[config.mk]
export PLATFORM = sky130hd
export DESIGN_NAME = ps2_scan_sequencer_flat
export DESIGN_NICKNAME = d
export VERILOG_FILES = /design/src/rtl/ps2_pkg.sv /design/src/rtl/ps2_scan_sequencer_if.sv /design/src/rtl/ps2_line_filter.sv /design/src/rtl/ps2_scan_sequencer.sv /design/src/flat_wrapper.sv
export SDC_FILE = /design/constraint.sdc
export NUM_CORES = 1
export LEC_CHECK = 0
export CORE_ASPECT_RATIO = 1.75
export CORE_MARGIN = 2
export CORE_UTILIZATION = 40
export DETAILED_ROUTE_END_ITERATION = 6
export SLEW_MARGIN = 30
export SYNTH_ARGS = -nofsm -noshare
export SYNTH_HDL_FRONTEND = slang
export SYNTH_HIERARCHICAL = 1
export SYNTH_SLANG_ARGS = --single-unit
[constraint.sdc]
create_clock -name clk25 -period 3.3 [get_ports clk25]
set_input_delay 0.33 -clock clk25 [delete_from_list [all_inputs] [get_ports clk25]]
set_output_delay 0.33 -clock clk25 [all_outputs]
set_load 0.1 [all_outputs]
[src/rtl/ps2_pkg.sv]
// Shared types and constants for the PS/2 keyboard front end.
package ps2_pkg;

    typedef enum logic [1:0] {
        FR_IDLE,
        FR_DATA,
        FR_PARITY,
        FR_STOP
    } frame_state_t;

    typedef enum logic [1:0] {
        DEC_BASE,
        DEC_E0,
        DEC_F0,
        DEC_E0F0
    } dec_state_t;

    localparam logic [7:0] PS2_EXT = 8'hE0;
    localparam logic [7:0] PS2_BRK = 8'hF0;
    localparam int         EV_W    = 10;

endpackage

[src/rtl/ps2_scan_sequencer_if.sv]
// Key-event handshake between the PS/2 front end and its consumer.
interface ps2_scan_sequencer_if;
    import ps2_pkg::*;

    logic       ev_valid;
    logic       ev_ready;
    logic [7:0] ev_code;
    logic       ev_ext;
    logic       ev_break;

    modport master (output ev_valid, output ev_code, output ev_ext, output ev_break,
                    input  ev_ready);
    modport slave  (input  ev_valid, input  ev_code, input  ev_ext, input  ev_break,
                    output ev_ready);
endinterface

[src/rtl/ps2_line_filter.sv]
// Two-flop synchroniser followed by an all-samples-agree glitch filter.
module ps2_line_filter #(
    parameter int FILT_LEN = 8
) (
    input  logic clk25,
    input  logic clr,
    input  logic raw,
    output logic filt
);
    logic                sync1_q, sync2_q;
    logic [FILT_LEN-1:0] shift_q, shift_d;
    logic                filt_q, filt_d;

    always_comb begin
        shift_d = {shift_q[FILT_LEN-2:0], sync2_q};
        filt_d  = filt_q;
        if (&shift_q)
            filt_d = 1'b1;
        else if (~|shift_q)
            filt_d = 1'b0;
    end

    always_ff @(posedge clk25 or posedge clr) begin
        if (clr) begin
            sync1_q <= 1'b1;
            sync2_q <= 1'b1;
            shift_q <= '1;
            filt_q  <= 1'b1;
        end else begin
            sync1_q <= raw;
            sync2_q <= sync1_q;
            shift_q <= shift_d;
            filt_q  <= filt_d;
        end
    end

    assign filt = filt_q;
endmodule

[src/rtl/ps2_scan_sequencer.sv]
// PS/2 frame receiver: filtered lines -> 11-bit frame FSM -> E0/F0 prefix folding -> event FIFO.
module ps2_scan_sequencer
    import ps2_pkg::*;
#(
    parameter int FILT_LEN    = 8,
    parameter int TIMEOUT_CYC = 25000,
    parameter int FIFO_DEPTH  = 4
) (
    input  logic                        clk25,
    input  logic                        clr,
    input  logic                        PS2C,
    input  logic                        PS2D,
    ps2_scan_sequencer_if.master        ev,
    output logic                        err_parity,
    output logic                        err_frame,
    output logic                        overflow,
    output logic                        busy
);
    localparam int AW = $clog2(FIFO_DEPTH);
    localparam int TW = $clog2(TIMEOUT_CYC + 1);

    logic c_filt, d_filt, fall;
    logic c_prev_q;

    ps2_line_filter #(.FILT_LEN(FILT_LEN)) u_filt_c (.clk25(clk25), .clr(clr), .raw(PS2C), .filt(c_filt));
    ps2_line_filter #(.FILT_LEN(FILT_LEN)) u_filt_d (.clk25(clk25), .clr(clr), .raw(PS2D), .filt(d_filt));

    assign fall = c_prev_q & ~c_filt;

    frame_state_t    frame_q, frame_d;
    logic [2:0]      bitcnt_q, bitcnt_d;
    logic [7:0]      data_q, data_d;
    logic            par_q, par_d;
    logic [TW-1:0]   tmo_q, tmo_d;
    logic            byte_ok_q, byte_ok_d;
    logic            err_parity_q, err_parity_d;
    logic            err_frame_q, err_frame_d;

    always_comb begin
        frame_d      = frame_q;
        bitcnt_d     = bitcnt_q;
        data_d       = data_q;
        par_d        = par_q;
        tmo_d        = tmo_q;
        byte_ok_d    = 1'b0;
        err_parity_d = 1'b0;
        err_frame_d  = 1'b0;
        if (fall) begin
            tmo_d = '0;
            case (frame_q)
                FR_IDLE: begin
                    if (!d_filt) begin
                        frame_d  = FR_DATA;
                        bitcnt_d = 3'd0;
                    end else begin
                        err_frame_d = 1'b1;
                    end
                end
                FR_DATA: begin
                    data_d[bitcnt_q] = d_filt;
                    bitcnt_d         = bitcnt_q + 3'd1;
                    if (bitcnt_q == 3'd7)
                        frame_d = FR_PARITY;
                end
                FR_PARITY: begin
                    par_d   = d_filt;
                    frame_d = FR_STOP;
                end
                FR_STOP: begin
                    frame_d = FR_IDLE;
                    // A bad stop bit hides any parity problem in the same frame.
                    if (!d_filt)
                        err_frame_d = 1'b1;
                    else if (^{data_q, par_q})
                        byte_ok_d = 1'b1;
                    else
                        err_parity_d = 1'b1;
                end
                default: frame_d = FR_IDLE;
            endcase
        end else if (frame_q != FR_IDLE) begin
            if (tmo_q == TW'(TIMEOUT_CYC - 1)) begin
                frame_d     = FR_IDLE;
                err_frame_d = 1'b1;
                tmo_d       = '0;
            end else begin
                tmo_d = tmo_q + TW'(1);
            end
        end
    end

    dec_state_t      dec_q, dec_d;
    logic            emit_q, emit_d;
    logic [EV_W-1:0] emit_ev_q, emit_ev_d;

    always_comb begin
        dec_d     = dec_q;
        emit_d    = 1'b0;
        emit_ev_d = emit_ev_q;
        if (byte_ok_q) begin
            case (dec_q)
                DEC_BASE: begin
                    if (data_q == PS2_EXT)
                        dec_d = DEC_E0;
                    else if (data_q == PS2_BRK)
                        dec_d = DEC_F0;
                    else begin
                        emit_d    = 1'b1;
                        emit_ev_d = {1'b0, 1'b0, data_q};
                    end
                end
                DEC_E0: begin
                    if (data_q == PS2_BRK)
                        dec_d = DEC_E0F0;
                    else if (data_q != PS2_EXT) begin
                        emit_d    = 1'b1;
                        emit_ev_d = {1'b1, 1'b0, data_q};
                        dec_d     = DEC_BASE;
                    end
                end
                DEC_F0: begin
                    emit_d    = 1'b1;
                    emit_ev_d = {1'b0, 1'b1, data_q};
                    dec_d     = DEC_BASE;
                end
                default: begin
                    emit_d    = 1'b1;
                    emit_ev_d = {1'b1, 1'b1, data_q};
                    dec_d     = DEC_BASE;
                end
            endcase
        end
    end

    logic [EV_W-1:0] mem_q [FIFO_DEPTH];
    logic [EV_W-1:0] mem_d [FIFO_DEPTH];
    logic [AW-1:0]   rd_ptr_q, rd_ptr_d, wr_ptr_q, wr_ptr_d;
    logic [AW:0]     count_q, count_d;
    logic            overflow_q, overflow_d;
    logic            full, pop, push;

    assign full = (count_q == (AW + 1)'(FIFO_DEPTH));
    assign pop  = ev.ev_valid & ev.ev_ready;
    // A full FIFO still accepts the write when the head leaves in the same cycle.
    assign push = emit_q & (~full | pop);

    always_comb begin
        mem_d      = mem_q;
        rd_ptr_d   = rd_ptr_q;
        wr_ptr_d   = wr_ptr_q;
        count_d    = count_q;
        overflow_d = overflow_q | (emit_q & full & ~pop);
        if (push) begin
            mem_d[wr_ptr_q] = emit_ev_q;
            wr_ptr_d        = wr_ptr_q + AW'(1);
        end
        if (pop)
            rd_ptr_d = rd_ptr_q + AW'(1);
        case ({push, pop})
            2'b10:   count_d = count_q + (AW + 1)'(1);
            2'b01:   count_d = count_q - (AW + 1)'(1);
            default: count_d = count_q;
        endcase
    end

    for (genvar gi = 0; gi < FIFO_DEPTH; gi++) begin : g_mem
        always_ff @(posedge clk25 or posedge clr) begin
            if (clr)
                mem_q[gi] <= '0;
            else
                mem_q[gi] <= mem_d[gi];
        end
    end

    always_ff @(posedge clk25 or posedge clr) begin
        if (clr) begin
            c_prev_q     <= 1'b1;
            frame_q      <= FR_IDLE;
            bitcnt_q     <= '0;
            data_q       <= '0;
            par_q        <= 1'b0;
            tmo_q        <= '0;
            byte_ok_q    <= 1'b0;
            err_parity_q <= 1'b0;
            err_frame_q  <= 1'b0;
            dec_q        <= DEC_BASE;
            emit_q       <= 1'b0;
            emit_ev_q    <= '0;
            rd_ptr_q     <= '0;
            wr_ptr_q     <= '0;
            count_q      <= '0;
            overflow_q   <= 1'b0;
        end else begin
            c_prev_q     <= c_filt;
            frame_q      <= frame_d;
            bitcnt_q     <= bitcnt_d;
            data_q       <= data_d;
            par_q        <= par_d;
            tmo_q        <= tmo_d;
            byte_ok_q    <= byte_ok_d;
            err_parity_q <= err_parity_d;
            err_frame_q  <= err_frame_d;
            dec_q        <= dec_d;
            emit_q       <= emit_d;
            emit_ev_q    <= emit_ev_d;
            rd_ptr_q     <= rd_ptr_d;
            wr_ptr_q     <= wr_ptr_d;
            count_q      <= count_d;
            overflow_q   <= overflow_d;
        end
    end

    assign ev.ev_valid = (count_q != '0);
    assign {ev.ev_ext, ev.ev_break, ev.ev_code} = mem_q[rd_ptr_q];
    assign err_parity  = err_parity_q;
    assign err_frame   = err_frame_q;
    assign overflow    = overflow_q;
    assign busy        = (frame_q != FR_IDLE);
endmodule
[src/flat_wrapper.sv]
// flat-port wrapper written by rule: the top's interface ports become plain ports
module ps2_scan_sequencer_flat import ps2_pkg::*;
#(
    parameter int FILT_LEN    = 8,
    parameter int TIMEOUT_CYC = 25000,
    parameter int FIFO_DEPTH  = 4
)
  (clk25, clr, PS2C, PS2D, err_parity, err_frame, overflow, busy, ev_ev_valid, ev_ev_code, ev_ev_ext, ev_ev_break, ev_ev_ready);
  ps2_scan_sequencer_if ev_i ();
  input  logic clk25;
  input  logic clr;
  input  logic PS2C;
  input  logic PS2D;
  output logic err_parity;
  output logic err_frame;
  output logic overflow;
  output logic busy;
  output wire logic [$bits(ev_i.ev_valid)-1:0] ev_ev_valid;
  output wire logic [$bits(ev_i.ev_code)-1:0] ev_ev_code;
  output wire logic [$bits(ev_i.ev_ext)-1:0] ev_ev_ext;
  output wire logic [$bits(ev_i.ev_break)-1:0] ev_ev_break;
  input wire logic [$bits(ev_i.ev_ready)-1:0] ev_ev_ready;
  assign ev_ev_valid = ev_i.ev_valid;
  assign ev_ev_code = ev_i.ev_code;
  assign ev_ev_ext = ev_i.ev_ext;
  assign ev_ev_break = ev_i.ev_break;
  assign ev_i.ev_ready = ev_ev_ready;
  ps2_scan_sequencer #(.FILT_LEN(FILT_LEN), .TIMEOUT_CYC(TIMEOUT_CYC), .FIFO_DEPTH(FIFO_DEPTH)) u_core (.clk25(clk25), .clr(clr), .PS2C(PS2C), .PS2D(PS2D), .ev(ev_i), .err_parity(err_parity), .err_frame(err_frame), .overflow(overflow), .busy(busy));
endmodule
== Word-level counts from Yosys, hierarchy flattened ==
Cells that the tools add are included.

* Bits in registers: 116
* Input port bits: 5
* Output and inout port bits: 15
* Logic and storage cells: 151

* $add $sub $neg: 6
* Order comparisons: 5
* Equality and inequality tests: 24
* Multiplexer cells: 55
* Bitwise gates (word level): 12
* Reduce and logical (&&, ||, !) cells: 21

{| class="wikitable"
|+ Operator list
! operator !! number
|-
| 10-bit 2-to-1 mux || 7
|-
| 15-bit 2-to-1 mux || 3
|-
| 40-bit bitwise mux || 1
|-
| 10-bit case mux with 3 select lines || 1
|-
| 1-bit 2-to-1 mux || 23
|-
| 10-bit binary-select mux with 2-bit select || 1
|-
| 10-bit demux with 2-bit select || 1
|-
| 2-bit 2-to-1 mux || 9
|-
| 8-bit == test, second input constant || 2
|-
| 8-bit AND reduction || 2
|-
| 8-bit OR reduction || 2
|-
| 15-bit by 1-bit adder with 15-bit output, second input constant || 1
|-
| 15-bit == test, second input constant || 1
|-
| 2-bit != test, second input constant || 6
|-
| 3-bit case mux with 2 select lines || 2
|-
| 2-bit nonzero test || 5
|-
| 9-bit XOR reduction || 1
|-
| 8-bit bitwise mux || 1
|-
| 2-bit == test, second input constant || 4
|-
| 8-bit != test, second input constant || 1
|-
| 2-bit case mux with 4 select lines || 1
|-
| 3-bit by 1-bit adder with 3-bit output, second input constant || 2
|-
| 2-bit by 1-bit == test with 1-bit output, second input constant || 3
|-
| 3-bit == test, second input constant || 2
|-
| other kinds (24) || 41
|}

== Logic depth before layout (Yosys ltp) ==
* Depth after elaboration: 6
* Depth in mapped cells: 10
* Depth with buffers taken out: 9

== Cells and area by module ==
The synthesis kept the hierarchy.

{| class="wikitable"
|+ By module, submodules not included
! module !! instances !! cells each !! area an instance (sq um) !! seq. area each (sq um)
|-
| ps2_scan_sequencer || 1 || 341 || 4449.3 || 2353.5
|-
| ps2_line_filter || 2 || 18 || 330.3 || 289.0
|}

== Least setup slack after synthesis ==
Ideal clock, no wire load.

* Path type: register -> register
* From: register u_core.count_q[0]
* To: register u_core.count_q[2]
* Library setup time: 0.079 ns
* Data arrival time: 2.355 ns
* Data required time: 3.221 ns
* Setup slack: 0.866 ns
* Stages on the path, launching flop included: 9
* Buffers on the path: 0
* Period minus slack after synthesis: 2.434 ns
* Path through: dfrtp_1 > or3_1 > and2_1 > ha_1 > inv_1 > fa_1 > xor2_1 > nor2_1 > xor2_1

* Cells in the longest elaborated chain, start to end: 6
* Elaborated cells on any way between the ends: 12
* Those cells by class: add/sub (2); eq/ne (3); mux (1); bitwise (4); reduce/logical (2)

{| class="wikitable"
|+ RTL lines
! item !! RTL line !! source
|-
| start, declared || ps2_scan_sequencer.sv:138 || <nowiki>logic [AW:0] count_q, count_d;</nowiki>
|-
| start signal, assigned || ps2_scan_sequencer.sv:208 || <nowiki>count_q <= count_d;</nowiki>
|-
| 3-bit nonzero test * || ps2_scan_sequencer.sv:213 || <nowiki>assign ev.ev_valid = (count_q != '0);</nowiki>
|-
| net ev_ev_valid || flat_wrapper.sv:18 || <nowiki>output wire logic [$bits(ev_i.ev_valid)-1:0] ev_ev_valid;</nowiki>
|-
| 1-bit bitwise AND * || ps2_scan_sequencer.sv:143 || <nowiki>assign pop = ev.ev_valid & ev.ev_ready;</nowiki>
|-
| net u_core.pop || ps2_scan_sequencer.sv:140 || <nowiki>logic full, pop, push;</nowiki>
|-
| 1-bit OR || ps2_scan_sequencer.sv:145 || <nowiki>assign push = emit_q & (~full | pop);</nowiki>
|-
| 1-bit bitwise AND || ps2_scan_sequencer.sv:145 ||
|-
| 2-bit by 1-bit == test with 1-bit output or 2-bit == test (tied branches) || ps2_scan_sequencer.sv:159 || <nowiki>case ({push, pop})</nowiki>
|-
| 3-bit case mux with 2 select lines or 2-bit nonzero test (tied branches) || -- ||
|}

The timed path passes the listed nets; every way through them passes the cells marked *.
A chain may end at the register's enable or synchronous reset.

== Worst setup path after layout ==
* From: register u_core.count_q[0]
* To: output ev_ev_valid

* Cells in the longest elaborated chain, start to end: 1

{| class="wikitable"
|+ RTL lines
! item !! RTL line
|-
| 3-bit nonzero test || ps2_scan_sequencer.sv:213
|-
| end, declared || flat_wrapper.sv:18
|}

No other way between the ends.

==> flow_metrics.py <==
metrics = {
    "timing": {
        "max_slew_margin": 0.358,
        "fin_crit_ps": 2510,
        "setup_viol": 0,
        "tightest_slew_ps": 960,
        "period_share": 0.760,
        "rsz0062_at_grt": "false",
        "fmax_mhz": 399,
        "tns_ps": 0,
        "skew_ps": 10.3,
        "hold_viol_final": 0,
        "drv_slew": 0,
        "hold_slack_ps": 335,
        "timing.final.ws_setup_ps": 793,
    },
    "setup_path": {
        "r2r_slack_ps": 970,
        "cp_data_arrival_time_ps": 2180,
        "cp-endpoint": "ev_ev_valid",
        "startpoint_type": "flop",
        "rr_endpoint": "u_core/count_q[2]",
        "critical_path.startpoint": "u_core/count_q[0]",
        "endpoint_kind": "output port",
        "worst-setup-path-type": "reg2out",
        "ff2ff_path_depth": 9,
        "path_max_fanout": 4,
        "required_ps": 2970,
        "reg2reg_from": "u_core/count_q[2]",
    },
    "power_and_ir_drop": {
        "p_leak_nw": 2.83,
        "ir_drop_mv": 0.383,
        "power_density_nw_per_um2": 647,
    },
    "clock_network": {
        "clock_sinks": 116,
        "cts.clk_slew.worst_paths_ps": 50,
        "worstSkewPairLatency_ps": 410,
        "post_cts_buffers": 0,
        "numCtsBuffers": 17,
        "cts_root_buffer": "clkbuf_16",
        "h-tree-depth": 4,
        "ctsResizeCount": 0,
        "hold_buffers": 0,
        "tritoncts": "yes",
        "cts_buffer_depth": 2,
    },
    "die": {
        "die_area_um2": 13700,
        "io_pins": 20,
        "die_y_um": 154,
        "placementRows": 54,
        "die_x_um": 89.4,
        "start_util": 0.409,
        "core_area_um2": 12500,
    },
    "placed_design": {
        "portBuffers": 19,
        "gp_congestion": 0.759,
        "dp_hpwl_um": 6530,
        "pre_cts_ws_ps": 620,
    },
    "global_routing": {
        "track_usage": 0.151,
        "grt_max_degree": 32,
        "grt_pass1_vias": 3169,
        "gr-total-overflow": 0,
        "grt_pass1_wl_um": 15700,
        "antenna_found_initial": 0,
    },
    "finish": {
        "layout_commonest_cell": "dfrtp_1",
        "finalNetCount": 425,
        "n_antenna_cell": 0,
        "drive_gt1_frac": 0.355,
        "final_cell_mix": "dfrtp_1 (93), mux2_2 (59), dfstp_2 (23)",
        "syn2layout_area_growth_pct": 19.2,
    },
    "status": {
        "status": "finished clean",
    },
    "synth": {
        "syn-cell-area_um2": 5110,
        "ys.flop_type": "dfrtp_1",
        "avgSynthCellArea_um2": 13.6,
        "synth_area_leaders": "dfrtp_1 (46%), mux2_2 (13%), dfstp_2 (12%), mux4_2 (4.4%), ha_1 (2.9%)",
        "synth-edff-count": 0,
        "ys_warn_count": 6,
        "async_reset_ff_frac": 1.00,
        "yosys_register_bits": 116,
        "yosysUniqueCellTypes": 49,
        "yosysTopAreaCellShare": 0.455,
        "syn-instance-count": 377,
        "ys_seq_area_frac": 0.574,
        "yosysTopAreaCell": "dfrtp_1",
        "syn_nets": 395,
    },
    "drt": {
        "drt_iter0_drc": 90,
        "drtPass1Iterations": 4,
        "vias": 3038,
        "via_per_inst": 5.17,
        "wl_per_cell_um": 15.8,
        "ant_nets": 0,
        "drc": 0,
        "routed_wl_um": 9270,
    },
    "worst_hold_path": {
        "hold_class": "in2reg",
    },
    "run": {
        "drv_cap": 0,
    },
}
==> synthesized netlist by cell type (4+ instances only) <==
cell	number
nand4_1	8
nor2_1	15
o21ai_1	4
inv_1	19
mux4_2	10
a21oi_1	7
xnor2_1	17
nand2_1	18
o21ai_0	7
nand3_1	11
mux2_2	59
clkbuf_1	7
dfrtp_1	93
xor2_1	5
or4_1	5
buf_2	4
dfstp_2	23
ha_1	12
==> kinds of logic after synthesis <==
logic type      count (synthesis)  share of synthesized area
simple gates                   87                     0.0992
flops                         116                      0.574
xor+xnor                       23                     0.0421
mux                            72                      0.180
fa+ha+maj                      13                     0.0333
buf+inv                        31                     0.0245
compound gates                 35                     0.0473
==> per-stage QoR <==
step / area, µm² / std cells / total power, W / util
4_1_cts: 6090 / 588 / 0.00399 / 0.487
3_5_place_dp: 5460 / 556 / 0.00204 / 0.437
6_report: 6090 / 588 / 0.00394 / 0.487
2_1_floorplan: 5110 / 377 / 0.00193 / -
3_3_place_gp: 5460 / 556 / 0.00202 / 0.437
5_1_grt: 6090 / 588 / 0.00411 / 0.487
==> how the worst min path moves through the flow <==
stage,slack (ps),from,to,depth (start not counted)
detailed placement,350,u_core/u_filt_d/sync1_q,u_core/u_filt_d/sync2_q,0
global placement,350,u_core/u_filt_d/sync2_q,u_core/u_filt_d/shift_q[0],0
finish,340,PS2C,u_core/u_filt_c/sync1_q,1
floorplan,330,PS2C,u_core/u_filt_c/sync1_q,0
CTS,320,PS2C,u_core/u_filt_c/sync1_q,1
global route,320,PS2D,u_core/u_filt_d/sync1_q,1
==> registers in the layout, indices dropped and copies added (netlist names), 2 cells and up <==
| register | flops |
|---|---|
| u_core/u_filt_d/shift_q | 8 |
| u_core/tmo_q | 15 |
| u_core/emit_ev_q | 10 |
| u_core/frame_q | 2 |
| u_core/count_q | 3 |
| u_core/data_q | 8 |
| u_core/dec_q | 2 |
| u_core/rd_ptr_q | 2 |
| u_core/mem_q | 40 |
| u_core/wr_ptr_q | 2 |
| u_core/u_filt_c/shift_q | 8 |
| u_core/bitcnt_q | 3 |
==> final cells by class <==
class	count	area, µm²
Fill cell	1114	6410
Sequential cell	116	2930
Multi-Input combinational cell	230	2050
Clock buffer	17	425
Tap cell	168	210
Clock inverter	15	205
Timing Repair Buffer	23	193
Inverter	19	72.6
==> per-layer routing <==
metal	share of wire	global-route usage	up-vias
li1	-	-	1417
met1	0.39	0.171	1567
met2	0.56	0.259	43
met3	0.030	0.0462	11
met4	0.016	0.0597	0
met5	0	0	-
==> power by group <==
part / internal [W] / switching, W
clock network: 0.00127 / 0.000668
registers: 0.00151 / 0.000127
logic: 0.000155 / 0.000217
==> worst max-delay path: stages, from the launching register on <==
cell and delay (ps):
dfrtp_1 410, or3_1 390, clkdlybuf4s50_1 980
(Power assumes the default switching activity.)
